--- config.mk ---
export PLATFORM = sky130hd
export DESIGN_NAME = serial_full_subtractor
export DESIGN_NICKNAME = d
export VERILOG_FILES = /design/src/rtl/serial_full_subtractor_pkg.sv /design/src/rtl/full_subtractor.sv /design/src/rtl/serial_full_subtractor.sv
export SDC_FILE = /design/constraint.sdc
export NUM_CORES = 1
export LEC_CHECK = 0
export ABC_CLOCK_PERIOD_IN_PS = 2700
export CAP_MARGIN = 10
export CORE_MARGIN = 1
export CORE_UTILIZATION = 26
export CTS_CLUSTER_SIZE = 40
export DETAILED_ROUTE_END_ITERATION = 8
export DONT_BUFFER_PORTS = 1
export GPL_TIMING_DRIVEN = 0
export SLEW_MARGIN = 20
export SYNTH_ARGS = -nofsm -noshare
export SYNTH_HDL_FRONTEND = slang
export SYNTH_SLANG_ARGS = --single-unit
export TNS_END_PERCENT = 100
--- constraint.sdc ---
create_clock -name clk -period 2.7 [get_ports clk]
set_input_delay 0 -clock clk [delete_from_list [all_inputs] [get_ports clk]]
set_output_delay 0 -clock clk [all_outputs]
set_load 0.01 [all_outputs]
--- src/rtl/serial_full_subtractor_pkg.sv ---
// serial_full_subtractor_pkg: shared state encoding and counter-width helper for the bit-serial subtractor
//   state_t      IDLE / RUN / DONE encoding of the control FSM
//   count_width  bits needed for a counter that walks 0..w-1
package serial_full_subtractor_pkg;

    typedef enum logic [1:0] {
        IDLE = 2'd0,
        RUN  = 2'd1,
        DONE = 2'd2
    } state_t;

    function automatic int count_width(input int w);
        return (w > 1) ? $clog2(w) : 1;
    endfunction

endpackage

--- src/rtl/full_subtractor.sv ---
// full_subtractor: combinational 1-bit subtractor cell (a - b - bin)
//   a, b   operand bits
//   bin    borrow in
//   d      difference bit
//   bout   borrow out
module full_subtractor (
    input  logic a,
    input  logic b,
    input  logic bin,
    output logic d,
    output logic bout
);

    assign d    = a ^ b ^ bin;
    assign bout = (~a & b) | (~(a ^ b) & bin);

endmodule

--- src/rtl/serial_full_subtractor.sv ---
// serial_full_subtractor: bit-serial a - b, LSB first, with start/busy/done handshake
//   clk, rst_n       rising-edge clock, asynchronous active-low reset
//   start            request, sampled only while idle
//   a, b             minuend / subtrahend, captured on the accepting edge
//   busy             high while the operation is running or completing
//   done             one-cycle pulse; diff/borrow_out/overflow valid from here on
//   diff             a - b mod 2^WIDTH
//   borrow_out       1 when a < b (unsigned)
//   overflow         signed overflow of a - b
module serial_full_subtractor
    import serial_full_subtractor_pkg::*;
#(
    parameter int WIDTH = 8
) (
    input  logic             clk,
    input  logic             rst_n,
    input  logic             start,
    input  logic [WIDTH-1:0] a,
    input  logic [WIDTH-1:0] b,
    output logic             busy,
    output logic             done,
    output logic [WIDTH-1:0] diff,
    output logic             borrow_out,
    output logic             overflow
);

    localparam int CW = count_width(WIDTH);

    state_t           state;
    logic [WIDTH-1:0] a_sh, b_sh, r_sh;
    logic [CW-1:0]    count;
    logic             borrow, a_msb, b_msb, d, bout;

    full_subtractor u_fs (
        .a    (a_sh[0]),
        .b    (b_sh[0]),
        .bin  (borrow),
        .d    (d),
        .bout (bout)
    );

    always_ff @(posedge clk or negedge rst_n) begin
        if (!rst_n) begin
            state      <= IDLE;
            busy       <= 1'b0;
            done       <= 1'b0;
            diff       <= '0;
            borrow_out <= 1'b0;
            overflow   <= 1'b0;
            a_sh       <= '0;
            b_sh       <= '0;
            r_sh       <= '0;
            count      <= '0;
            borrow     <= 1'b0;
            a_msb      <= 1'b0;
            b_msb      <= 1'b0;
        end else begin
            done <= 1'b0;
            case (state)
                IDLE: if (start) begin
                    a_sh   <= a;
                    b_sh   <= b;
                    borrow <= 1'b0;
                    count  <= '0;
                    a_msb  <= a[WIDTH-1];
                    b_msb  <= b[WIDTH-1];
                    busy   <= 1'b1;
                    state  <= RUN;
                end
                RUN: begin
                    // result bits enter at the top so the LSB ends up at bit 0 after WIDTH shifts
                    r_sh   <= {d, r_sh[WIDTH-1:1]};
                    a_sh   <= a_sh >> 1;
                    b_sh   <= b_sh >> 1;
                    borrow <= bout;
                    count  <= count + CW'(1);
                    if (count == CW'(WIDTH - 1)) state <= DONE;
                end
                DONE: begin
                    done       <= 1'b1;
                    diff       <= r_sh;
                    borrow_out <= borrow;
                    // signed overflow only possible when operand signs differ
                    overflow   <= (a_msb != b_msb) && (r_sh[WIDTH-1] != a_msb);
                    busy       <= 1'b0;
                    state      <= IDLE;
                end
                default: state <= IDLE;
            endcase
        end
    end

endmodule
# Yosys cells after proc, flatten, opt, wreduce, memory -nomap -nowiden

Index checks and enable logic that the tools add are counted.
Widths: inputs -> output; s select.

Flip-flop bits (word level): 44
Word-level logic and storage cells: 50
Bits of input ports: 19
Bits in latches: 0
Memories kept: 0
Bits in writable memories: 0
Output and inout port bits: 12
Memory bits (read-only): 0

Magnitude comparators: 0
Shift-type cells: 0
Multiplexer cells: 14
Add/subtract/negate cells: 1
Div/mod/pow operators: 0
Bitwise gates (word level): 7
Equality and inequality tests: 7
$mul: 0
Reduce and logical (&&, ||, !) cells: 8

Operators with widths:

| cell                | count |
|---|---|
| $pmux 8 s2          | 2 |
| $mux 8              | 2 |
| $reduce_and 2->1    | 4 |
| $pmux 3 s2          | 1 |
| $mux 2              | 2 |
| $ne 2x2->1 const B  | 2 |
| $pmux 1 s2          | 2 |
| $pmux 2 s2          | 1 |
| $reduce_bool 2->1   | 2 |
| $add 3x1->3 const B | 1 |
| $eq 3x3->1 const B  | 1 |
| $mux 1              | 3 |
| $mux 3              | 1 |
| $and 1x1->1         | 2 |
| $eq 2x1->1 const B  | 1 |
| $eq 2x2->1 const B  | 1 |
| $logic_not 2->1     | 1 |
| $ne 1x1->1          | 2 |
| $not 1->1           | 2 |
| $xor 1x1->1         | 2 |
| $logic_and 1x1->1   | 1 |
| $or 1x1->1          | 1 |

# Depth between registers and ports, before layout

Word-level depth: 5
Depth in mapped cells: 5
Mapped depth without buffers: 3

# By module

A second synthesis with hierarchy kept.

Cells, all modules: 156
Area total of the unflattened synthesis: 1928.1 µm²

Modules (own cells, without submodules):

| module                 | instances | seq. area each (µm²) | area an instance (µm²) | cells an instance |
|---|---|---|---|---|
| serial_full_subtractor | 1         | 1101.1               | 1896.8                 | 152 |
| full_subtractor        | 1         | 0.0                  | 31.3                   | 4 |

# Worst setup path before layout

OpenSTA, ideal clock, no wires.

Path type: reg-to-reg
From: register state[1]
To: register a_msb
Data required time: 2573 ps
Arrival: 1138 ps
Cell stages (with the launch flop): 5
Path slack: 1434 ps
Buffers on the path: 1
Period minus slack after synthesis: 1266 ps
Setup time: 127 ps
Path through: dfrtp_1 buf_4 nor2b_4 and2b_1 mux2_1

Cells in the longest elaborated chain, start to end: 2

RTL lines:

| element                    | line                         | source |
|---|---|---|
| from (decl)                | serial_full_subtractor.sv:29 | `state_t state;` |
| from (signal assigned)     | serial_full_subtractor.sv:44 | `state <= IDLE;` |
| from (signal assigned)     | serial_full_subtractor.sv:68 | `state <= RUN;` |
| from (signal assigned)     | serial_full_subtractor.sv:77 | `if (count == CW'(WIDTH - 1)) state <= DONE;` |
| $logic_not 2->1            | serial_full_subtractor.sv:59 | `case (state)` |
| $reduce_and 2->1 (no line) | -                            |  |
| to (signal assigned)       | serial_full_subtractor.sv:65 | `a_msb <= a[WIDTH-1];` |
| to (decl)                  | serial_full_subtractor.sv:32 | `logic borrow, a_msb, b_msb, d, bout;` |

No other way between the ends.
A chain may end at the register's enable or synchronous reset.

# Worst setup path in the final report

From: register state[1]
To: register b_msb

Cells in the longest elaborated chain, start to end: 2

RTL lines:

| element                    | line                         | source |
|---|---|---|
| $logic_not 2->1            | serial_full_subtractor.sv:59 |  |
| $reduce_and 2->1 (no line) | -                            |  |
| to (signal assigned)       | serial_full_subtractor.sv:66 | `b_msb <= b[WIDTH-1];` |
| to (decl)                  | serial_full_subtractor.sv:32 |  |

No other way between the ends.

==> results.ini <==
[synthesis]
synth_edf_count=0
synth_flop_cell=dfrtp_1
syn_nets=183
ys_ff_latch=44
yosys_warnings=0
ys_async_sr_fraction=1.00
synth_seq_area_share=0.568
postSynthAreaPerCell_um2=12.0
synth_area_um2=1940
synth_cells=161
yosysUniqueCellTypes=25

[floorplanning]
die-area_um2=7810
ioPinCount=31
chipWidth_um=88.4
die_y_um=88.4
start_util=0.269
core_um2=7210
rows=31

[setup_path]
critPathLaunchType=register
cp_max_fo=10
critical_path_class=register to register
reg2reg_from=state[1]$_DFFE_PN0P_
crit_arrival_ns=1.57
crit_path_end_kind=register
worstPathRequired_ns=2.88
crit_start=state[1]$_DFFE_PN0P_

[pwr]
pwr-share-clk=0.195
comb_power_share=0.302
ir_drop_uv=309
switchingPower_w=0.000760
power_density_nw_per_um2=958
swShare=0.337
internal-power_w=0.00150
pwr-share-seq=0.503
p_leak_nw=1.03

[cells_and_area]
final_common_cell=dfrtp_1
final_cell_mix=44 x dfrtp_1, 18 x a21oi_1, 17 x dlygate4sd3_1, 13 x nor2b_1, 13 x a22oi_1
diodes=0
fillers=740
drive_above_1_share=0.150
stdcell_count=286
nNetsFinal=208
syn2layout_area_growth_pct=21.5

[clocking]
path_clk_slew_ns=0.08
htree_levels=2
cts_tree=yes
cts.path.max_buffers=2
cts_root_buf=clkbuf_8
clk_latency_ns=0.30
cts_buffers=5
post-cts-setup-buffers=0
clock-sinks=44

[sta]
hold_viol_final=0
rsz0062_at_grt=no
worstMarginPinSlew_ns=0.545
final.setup.worst_slack_ns=1.31
fmax_ghz=0.720
post-route-period-util=0.515
min_period_ns=1.39
skew_ns=0.00527
tns_ns=0
slew_headroom=0.636
drv_slew=0
setup_viol_count_final=0

[routing]
viasPerCell=4.54
route.final.wire_length_mm=3.88
drc=0
wire_per_inst_um=13.6
ant_nets=0
first_iter_violations=75
drtPass1Iterations=4
dr_total_vias=1298

[outcome]
outcome=complete, no violations

[job]
cap_violations=0

[global_route]
grt_overflow=0
grt_max_degree=45
first_global_vias=1269
antenna_found_initial=0
grt_use_total=0.107
grt_pass1_wl_mm=6.40

[min_path]
holdCritStartpoint=start
hold_class=input pin to register

[place]
dp_worst_setup_slack_ns=1.31
dp.cells=260
port_buffers=0
detailed_place_hpwl_mm=2.60
place_congestion=0.703

## final timing paths
| path | slack, ns | depth (start not counted) | to |
|---|---|---|---|
| max | 1.31 | 4 | b_msb$_DFFE_PN0P_ |
| max in group asynchronous | 2.30 | 2 | diff[5]$_DFFE_PN0P_ |
| min in group asynchronous | 0.19 | 2 | a_sh[3]$_DFFE_PN0P_ |
| min | 0.05 | 3 | b_sh[4]$_DFFE_PN0P_ |
| min reg2reg | 0.50 | 2 | b_sh[1]$_DFFE_PN0P_ |
| max reg2reg | 1.31 | 4 | b_msb$_DFFE_PN0P_ |
## power by group through the flow
stage               Clock [W]  Sequential [W]  Combinational (W)
finish               0.000441         0.00114           0.000683
global route         0.000488         0.00118           0.000771
CTS                  0.000459         0.00114           0.000691
detailed placement          0         0.00116           0.000649
global placement            0         0.00115           0.000627
floorplan                   0         0.00109           0.000537
## cells by family (layout without fill, tap and decap cells)
logic type	after synthesis	in the layout	synth area share
AOI/OAI and AO/OA	52	52	0.158
DFF	44	44	0.568
and+or+nand+nor	31	31	0.100
muxes	19	19	0.110
buffers and inverters	12	38	0.0406
adders and majority gates	3	3	0.0232
## sequential cells by signal, summed over array words and instances (netlist names)
| name | cells |
|---|---|
| r_sh | 8 |
| b_sh | 8 |
| borrow_out | 1 |
| busy | 1 |
| count | 3 |
| state | 2 |
| borrow | 1 |
| done | 1 |
| diff | 8 |
| overflow | 1 |
| b_msb | 1 |
| a_msb | 1 |
| a_sh | 8 |
## area by class of cell
cell class              instances  area (µm²)  area share
multi-input cells             105         759       0.322
clock inverters                 2        13.8     0.00584
well taps                      99         124      0.0525
clock buffers                   6        82.6      0.0350
plain buffers                  10        71.3      0.0303
inverters                       2        7.51     0.00318
flip-flops and latches         44        1100       0.467
repair buffers                 18         198      0.0839
## worst max-delay path, stage by stage (launching register included)
cell and delay, ns:
dfrtp_1 0.38, buf_4 0.18, nor2b_4 0.20, and2b_1 0.20, mux2_1 0.32
## layer usage
metal | GRT usage | vias up | wire length, µm
met5 | 0 | - | 0
li1 | - | 619 | -
met1 | 0.145 | 645 | 1810
met2 | 0.167 | 29 | 1850
met3 | 0.0345 | 5 | 180
met4 | 0.0264 | 0 | 41
## synth_stat cells, types with 5 or more instances
master,count,area share
o21ai_0,9,0.023
o21ai_1,8,0.021
nand2_1,5,0.0097
mux2_1,10,0.058
dfrtp_1,44,0.57
and2b_1,5,0.019
a22oi_1,13,0.050
a21oi_1,18,0.046
mux2_2,9,0.052
nor2b_1,13,0.042
## what timing repair did
| action | CTS | global route |
|---|---|---|
| endpoints found under the hold margin | 61 | 0 |
| hold buffers | 18 | 0 |
| resized for setup | 0 | 0 |
## per-stage QoR
step	cell area (µm²)	utilization	hold WS [ns]	total power [W]
2_1_floorplan	1940	-	-0.296	0.00163
3_3_place_gp	2060	0.286	-0.294	0.00178
3_5_place_dp	2060	0.286	-0.294	0.00181
4_1_cts	2360	0.327	0.0441	0.00229
5_1_grt	2360	0.327	0.0522	0.00244
6_report	2360	0.327	0.0536	0.00226
No activity file was read; power rests on OpenSTA's default activity.
